File: src/rtl/instruction_fetch_unit.sv
// Fetch front end: owns the fetch PC, issues single-outstanding reads to instruction memory,
// buffers up to two fetched words and feeds the IF/ID register, flushing on redirects.
module instruction_fetch_unit #(
  parameter int unsigned      WIDTH    = 16,
  parameter logic [WIDTH-1:0] RESET_PC = '0,
  parameter int unsigned      PC_STEP  = 1,
  parameter logic [WIDTH-1:0] NOP      = '0
) (
  input  logic             clk,
  input  logic             reset,
  input  logic             stall,
  input  logic             redirect_valid,
  input  logic [WIDTH-1:0] redirect_pc,
  output logic             imem_req,
  output logic [WIDTH-1:0] imem_addr,
  input  logic             imem_rvalid,
  input  logic [WIDTH-1:0] imem_rdata,
  output logic [WIDTH-1:0] pr1_instruction,
  output logic [WIDTH-1:0] pr1_PC,
  output logic             pr1_enable_n
);

  localparam logic [1:0] DEPTH = 2'd2;

  typedef enum logic [1:0] {
    ST_IDLE    = 2'd0,
    ST_BUSY    = 2'd1,
    ST_DISCARD = 2'd2
  } state_e;

  typedef struct packed {
    logic [WIDTH-1:0] instr;
    logic [WIDTH-1:0] pc;
  } entry_t;

  state_e           state_q, state_d;
  logic [WIDTH-1:0] fetch_pc_q, fetch_pc_d;
  logic [WIDTH-1:0] req_addr_q, req_addr_d;
  entry_t [1:0]     fifo_q, fifo_d;
  logic [1:0]       count_q, count_d;
  logic             pop, push, wr_idx;

  always_ff @(posedge clk) begin
    if (reset) begin
      state_q    <= ST_IDLE;
      fetch_pc_q <= RESET_PC;
      req_addr_q <= RESET_PC;
      fifo_q     <= '0;
      count_q    <= 2'd0;
    end else begin
      state_q    <= state_d;
      fetch_pc_q <= fetch_pc_d;
      req_addr_q <= req_addr_d;
      fifo_q     <= fifo_d;
      count_q    <= count_d;
    end
  end

  // Next-state: request sequencing, FIFO push/pop and redirect flush
  always_comb begin
    state_d    = state_q;
    fetch_pc_d = fetch_pc_q;
    req_addr_d = req_addr_q;
    fifo_d     = fifo_q;
    count_d    = count_q;
    push       = 1'b0;
    pop        = ~stall & ~redirect_valid & (count_q != 2'd0);

    case (state_q)
      ST_IDLE: begin
        if (!redirect_valid && (count_q < DEPTH)) begin
          req_addr_d = fetch_pc_q;
          state_d    = ST_BUSY;
        end
      end
      ST_BUSY: begin
        if (redirect_valid) begin
          state_d = imem_rvalid ? ST_IDLE : ST_DISCARD;
        end else if (imem_rvalid) begin
          push       = 1'b1;
          fetch_pc_d = fetch_pc_q + WIDTH'(PC_STEP);
          state_d    = ST_IDLE;
        end
      end
      ST_DISCARD: begin
        if (imem_rvalid) state_d = ST_IDLE;
      end
      default: state_d = ST_IDLE;
    endcase

    // Push lands behind whatever survives this cycle's pop
    wr_idx = (count_q == DEPTH) | ((count_q == 2'd1) & ~pop);
    if (pop) fifo_d[0] = fifo_q[1];
    if (push) begin
      fifo_d[wr_idx].instr = imem_rdata;
      fifo_d[wr_idx].pc    = req_addr_q;
    end
    count_d = count_q - 2'(pop) + 2'(push);

    if (redirect_valid) begin
      fetch_pc_d = redirect_pc;
      count_d    = 2'd0;
    end
  end

  assign imem_req  = (state_q != ST_IDLE);
  assign imem_addr = req_addr_q;

  // IF/ID feed: flush bubble on redirect, else FIFO head, else a NOP bubble
  always_comb begin
    pr1_instruction = NOP;
    pr1_PC          = fetch_pc_q;
    if (redirect_valid) begin
      pr1_PC = redirect_pc;
    end else if (count_q != 2'd0) begin
      pr1_instruction = fifo_q[0].instr;
      pr1_PC          = fifo_q[0].pc;
    end
  end

  assign pr1_enable_n = stall & ~redirect_valid;

endmodule

File: config.mk
export PLATFORM = sky130hd
export DESIGN_NAME = instruction_fetch_unit
export DESIGN_NICKNAME = d
export VERILOG_FILES = /design/src/rtl/instruction_fetch_unit.sv
export SDC_FILE = /design/constraint.sdc
export NUM_CORES = 1
export LEC_CHECK = 0
export BUFFER_PORTS_ARGS = -buffer_cell sky130_fd_sc_hd__buf_2
export CORE_MARGIN = 3
export CORE_UTILIZATION = 62
export CTS_BUF_LIST = sky130_fd_sc_hd__clkbuf_8
export DETAILED_ROUTE_END_ITERATION = 12
export GPL_TIMING_DRIVEN = 0
export PLACE_DENSITY = 0.92
export SYNTH_ARGS = -nofsm -noshare
export SYNTH_HDL_FRONTEND = slang
export SYNTH_SLANG_ARGS = --single-unit
File: constraint.sdc
create_clock -name clk -period 3.8 [get_ports clk]
set_input_delay 0.19 -clock clk [delete_from_list [all_inputs] [get_ports clk]]
set_output_delay 0.19 -clock clk [all_outputs]
set_load 0.02 [all_outputs]
---- After elaboration in Yosys (flattened, before gate mapping) ----
Cells that the tools add are included.
storage, ports and cells
  input port bits ......................... 37
  flip-flop bits (word level) ............. 100
operators by class
  $add $sub $neg .......................... 3
  magnitude comparators ................... 3
  reduce and logical (&&, ||, !) cells .... 11
  bitwise operators ....................... 8
  muxes and demuxes ....................... 23
  equality and inequality tests ........... 5
operators by type and width
  operator                 count
  $bwmux W64               2
  $mux W16                 8
  $mux W32                 3
  $demux W32 S1            2
  $add A16 B1 Y16 const B  1
  $mux W2                  4
  $reduce_bool A2 Y1       4
  $pmux W2 S3              1
  $and A1 B1 Y1            4
  $eq A2 B1 Y1 const B     2
  $eq A2 B2 Y1 const B     2
  $reduce_and A2 Y1        2
  $mux W1                  3
  $not A1 Y1               3
  $add A2 B1 Y2            1
  $logic_and A1 B1 Y1      2
  $logic_not A2 Y1         1
  $lt A1 B2 Y1 const B     1
  $lt A2 B2 Y1 const B     1
  $ne A2 B2 Y1 const B     1
  $reduce_or A2 Y1         1
  $sub A2 B1 Y2            1
  $ge A1 B1 Y1 const B     1
  $logic_not A1 Y1         1
  $or A1 B1 Y1             1

---- Longest topological paths before layout ----
  depth in word-level cells ............... 13
  gate-level depth with buffers ........... 9
  mapped depth without buffers ............ 7

---- Worst setup path after synthesis ----
No wires, ideal clock.
  kind .................................... register to register
  from .................................... register count_q[1]
  to ...................................... register count_q[1]
  data arrival time ....................... 1747 ps
  clock period less this slack ............ 1878 ps
  cell stages (with the launch flop) ...... 10
  library setup time ...................... 132 ps
  path slack .............................. 1922 ps
  path through ............................ dfxtp_1 > nor2_1 > or3_1 > clkbuf_1 > clkbuf_1 > a21o_1 > ha_1 > xor2_1 > xnor2_1 > nor3_1
on the way
  longest elaborated chain between the ends .. 4
ends and longest elaborated chain
  item                    line  source
  start, declared         40    logic [1:0] count_q, count_d;
  start signal, assigned  55    count_q <= count_d;
  $reduce_bool A2 Y1      67    pop = ~stall & ~redirect_valid & (count_q != 2'd0);
  $and A1 B1 Y1           67
  $sub A2 B1 Y2 *         98    count_d = count_q - 2'(pop) + 2'(push);
  $add A2 B1 Y2 *         98
Mark *: on every way between the ends. The rest lies on a longest branch, timed or not.
A chain may end at the register's enable or synchronous reset.

---- Worst setup path in the final report ----
  from .................................... register count_q[1]
  to ...................................... output pr1_instruction[14]
on the way
  longest elaborated chain between the ends .. 3
ends and longest elaborated chain
  item                line  source
  $reduce_bool A2 Y1  115   end else if (count_q != 2'd0) begin
  $mux W16            115
  $mux W16            113   if (redirect_valid) begin
  end, declared       18    output logic [WIDTH-1:0] pr1_instruction,
No other way between the ends.

==> flow_summary.json <==
{
  "setup_ws_ps": 1370,
  "area_delta_synth_final_pct": 17.28,
  "finalSetupTns_ps": 0,
  "synth_warnings": 0,
  "antennaDiodeCount": 0,
  "min_period_ps": 2430,
  "cts_tree": "done",
  "crit_path_top_delay_cell": "dfxtp_1",
  "grt-ovfl-total": 0,
  "vias_per_cell": 5.948,
  "numCtsBuffers": 9,
  "dp_slack_ps": 1641,
  "via_count": 4586,
  "path_buf_inv": 3,
  "drv_cap": 0,
  "ys_types": 40,
  "fmax_mhz": 411.5,
  "hold_depth": 2,
  "slowest_delay_ps": 460,
  "cts_root_buf": "clkbuf_8",
  "ys_seq_elements": 100,
  "syn-cell-area_um2": 4489,
  "insertion_delay_ps": 370,
  "wl_per_cell_um": 16.05,
  "fin_hold_ws_ps": 39.61,
  "firstDrtPassIters": 6,
  "htreeDepth": 3,
  "clk_path_buf_depth": 2,
  "ant_nets": 0,
  "setup_viol": 0,
  "start_kind": "flip-flop",
  "min_period_over_period_pct": 63.95,
  "max-vdd-ir-drop_v": 0.0002518,
  "grt_max_degree": 19,
  "drv_slew": 0,
  "dieArea_um2": 8297,
  "relSlewSlack_pct": 45.54,
  "fin_nets": 709,
  "postSynthAreaPerCell_um2": 7.821,
  "cts_resized": 0,
  "synth_compound_area_share_pct": 17.50,
  "p_per_area_nw_per_um2": 401.8,
  "antenna_found_initial": 0,
  "gr-usage-all-layers_pct": 30.16,
  "initial_core_util_pct": 65.00,
  "wl_met2_um": 5914,
  "cp.required_ps": 3610,
  "status": "finished, final reports clean",
  "top_layer": "met4",
  "gp_congestion": 0.8891,
  "die_x_um": 91.09,
  "drtIter0Drc": 326,
  "fp.coreArea_um2": 6907,
  "post_cts_buffers": 0,
  "finalHoldViolations": 0,
  "crit_chain": "nor2_1 > buf_2 > nor2_1 > clkbuf_1 > and2_1 > buf_2",
  "drive_gt1_share_pct": 17.19,
  "fin_area_um2": 5265,
  "power_leakage_nw": 2.076,
  "drt-met1-wl_um": 5271,
  "met3WireLength_um": 976,
  "port_buffers": 85,
  "n_fill_cell": 539,
  "synthAdderAreaFrac_pct": 0.5574,
  "skew_ps": 8.737,
  "worstMarginPinSlew_ps": 810.7,
  "cp_max_fo": 10,
  "yosys-mux-area-fraction_pct": 4.069,
  "path_depth": 6,
  "critPathTopFamily": "simple AND/OR/NAND/NOR gates",
  "syn_inst": 574,
  "dieHeight_um": 91.09,
  "reg2reg_slack_ps": 1620,
  "std_cell_rows": 30,
  "drc": 0,
  "dp_hpwl_um": 8975,
  "clock_sinks": 100,
  "endpoint_kind": "output pin",
  "cp_data_arrival_time_ps": 2240,
  "totalWireLength_um": 12370,
  "syn_nets": 613,
  "io_pins": 87,
  "dpl-instance-area_um2": 5035,
  "holdCritPathClass": "in -> reg",
  "rr_worst_depth": 5,
  "cts_hold_buf": 0,
  "path_clk_slew_ps": 100,
  "yosysSeqAreaShare_pct": 44.59,
  "synth_simple_gate_area_share_pct": 26.42,
  "synth-xor-area-share_pct": 2.341,
  "synth_top_family_by_area": "simple AND/OR/NAND/NOR gates",
  "grt_first_pass_wirelength_um": 20480,
  "worstSetupPathType": "reg -> out",
  "grt_pass1_vias": 4313,
  "rsz0062_at_grt": "no"
}
==> sequential cells by signal, summed over array words and instances (netlist names) <==
signal and count:
fifo_q 64, fetch_pc_q 16, imem_addr 16, count_q 2, state_q 2
==> kinds of logic (layout without fill, tap and decap cells) <==
logic type | Yosys count | in the layout
AND/OR/NAND/NOR | 272 | 272
AO/OA/AOI/OAI | 120 | 120
flip-flops | 100 | 100
buffers and inverters | 50 | 151
multiplexers | 18 | 18
XOR/XNOR | 12 | 12
adder cells (fa/ha/maj) | 2 | 2
==> metrics by stage <==
step / utilization [%] / power [mW] / std cells
final: 76.23 / 2.115 / 771
after detailed placement: 72.90 / 1.354 / 755
after floorplan: - / 1.267 / 574
after global placement: 72.90 / 1.348 / 755
after global routing: 76.23 / 2.182 / 771
after CTS: 76.23 / 2.115 / 771
==> final timing paths <==
check | from | end
worst min-delay path | imem_rvalid | state_q[1]
worst min register to register | fifo_q[43] | fifo_q[43]
worst max register to register | state_q[1] | fifo_q[63]
worst max-delay path | count_q[1] | pr1_instruction[14]
==> layout by cell type (no fill, tap or decap), types with 2 or more instances in the layout <==
| cell | instances |
|---|---|
| nor4_1 | 6 |
| inv_6 | 2 |
| o31ai_1 | 2 |
| buf_2 | 91 |
| xnor2_1 | 11 |
| bufinv_16 | 2 |
| or4_1 | 3 |
| o21ai_0 | 2 |
| inv_1 | 5 |
| clkbuf_8 | 9 |
| a21oi_1 | 64 |
| a311oi_1 | 38 |
| clkbuf_1 | 38 |
| and2_1 | 16 |
| dfxtp_1 | 100 |
| ha_1 | 2 |
| nand2_1 | 167 |
| nand3_1 | 3 |
| clkinv_4 | 2 |
| or3_1 | 3 |
| nor3_1 | 8 |
| nand4_1 | 2 |
| a211oi_1 | 11 |
| mux2_2 | 2 |
| mux2i_1 | 16 |
| nor2_1 | 51 |
==> power breakdown <==
part | leakage, nW | switching, mW | internal (mW)
clock network | 0.116 | 0.397 | 0.383
logic | 1.15 | 0.141 | 0.0783
registers | 0.813 | 0.0372 | 1.08
total | 2.08 | 0.575 | 1.54
==> routing by layer <==
layer | vias to the layer above | track usage (%)
met2 | 213 | 48.44
met5 | - | 0
met3 | 26 | 5.137
met4 | 0 | 11.31
met1 | 2177 | 40.69
li1 | 2170 | -
==> cells in the mapped netlist <==
cell	number	share of area, %
nor2b_1	1	0.14
or2_1	1	0.14
nand4_2	1	0.28
nor3_1	8	0.89
a211oi_1	11	1.8
or4_1	3	0.50
a311oi_1	38	7.4
mux2_2	2	0.50
or3_4	1	0.25
buf_6	1	0.25
clkbuf_1	38	3.2
inv_1	5	0.42
a21oi_1	64	7.1
or3_1	3	0.42
nand3_1	3	0.33
buf_2	6	0.67
nor3b_1	1	0.17
o41ai_1	1	0.20
nand4b_1	1	0.20
nand4_4	1	0.47
xor2_1	1	0.20
nand2b_1	1	0.14
nand3b_2	1	0.25
a211o_1	1	0.20
or3_2	1	0.17
and3b_1	1	0.20
or2_2	1	0.14
o21ai_0	2	0.22
o31ai_1	2	0.33
and2_1	16	2.2
nand2_1	167	14
nand3b_1	1	0.17
a21o_1	1	0.17
nand4_1	2	0.28
nor4_1	6	0.84
ha_1	2	0.56
nor2_1	51	4.3
xnor2_1	11	2.1
dfxtp_1	100	45
mux2i_1	16	3.6
==> worst reg2reg max path, stage by stage (launching register included) <==
cell and delay [ps]:
dfxtp_1 360, nand3b_2 360, a211oi_1 700, clkbuf_1 430, nand2_1 120, a21oi_1 140
==> cell type report <==
| class | instances | area [um^2] | share of cell area [%] |
|---|---|---|---|
| Buffer | 45 | 183.9 | 3.493 |
| Clock buffer | 9 | 123.9 | 2.353 |
| Clock inverter | 7 | 106.4 | 2.020 |
| Inverter | 5 | 18.77 | 0.3565 |
| Multi-Input combinational cell | 424 | 2285 | 43.39 |
| Sequential cell | 100 | 2002 | 38.02 |
| Tap cell | 96 | 120.1 | 2.281 |
| Timing Repair Buffer | 85 | 425.4 | 8.080 |
Note: power is estimated with default switching activity, not from simulation.
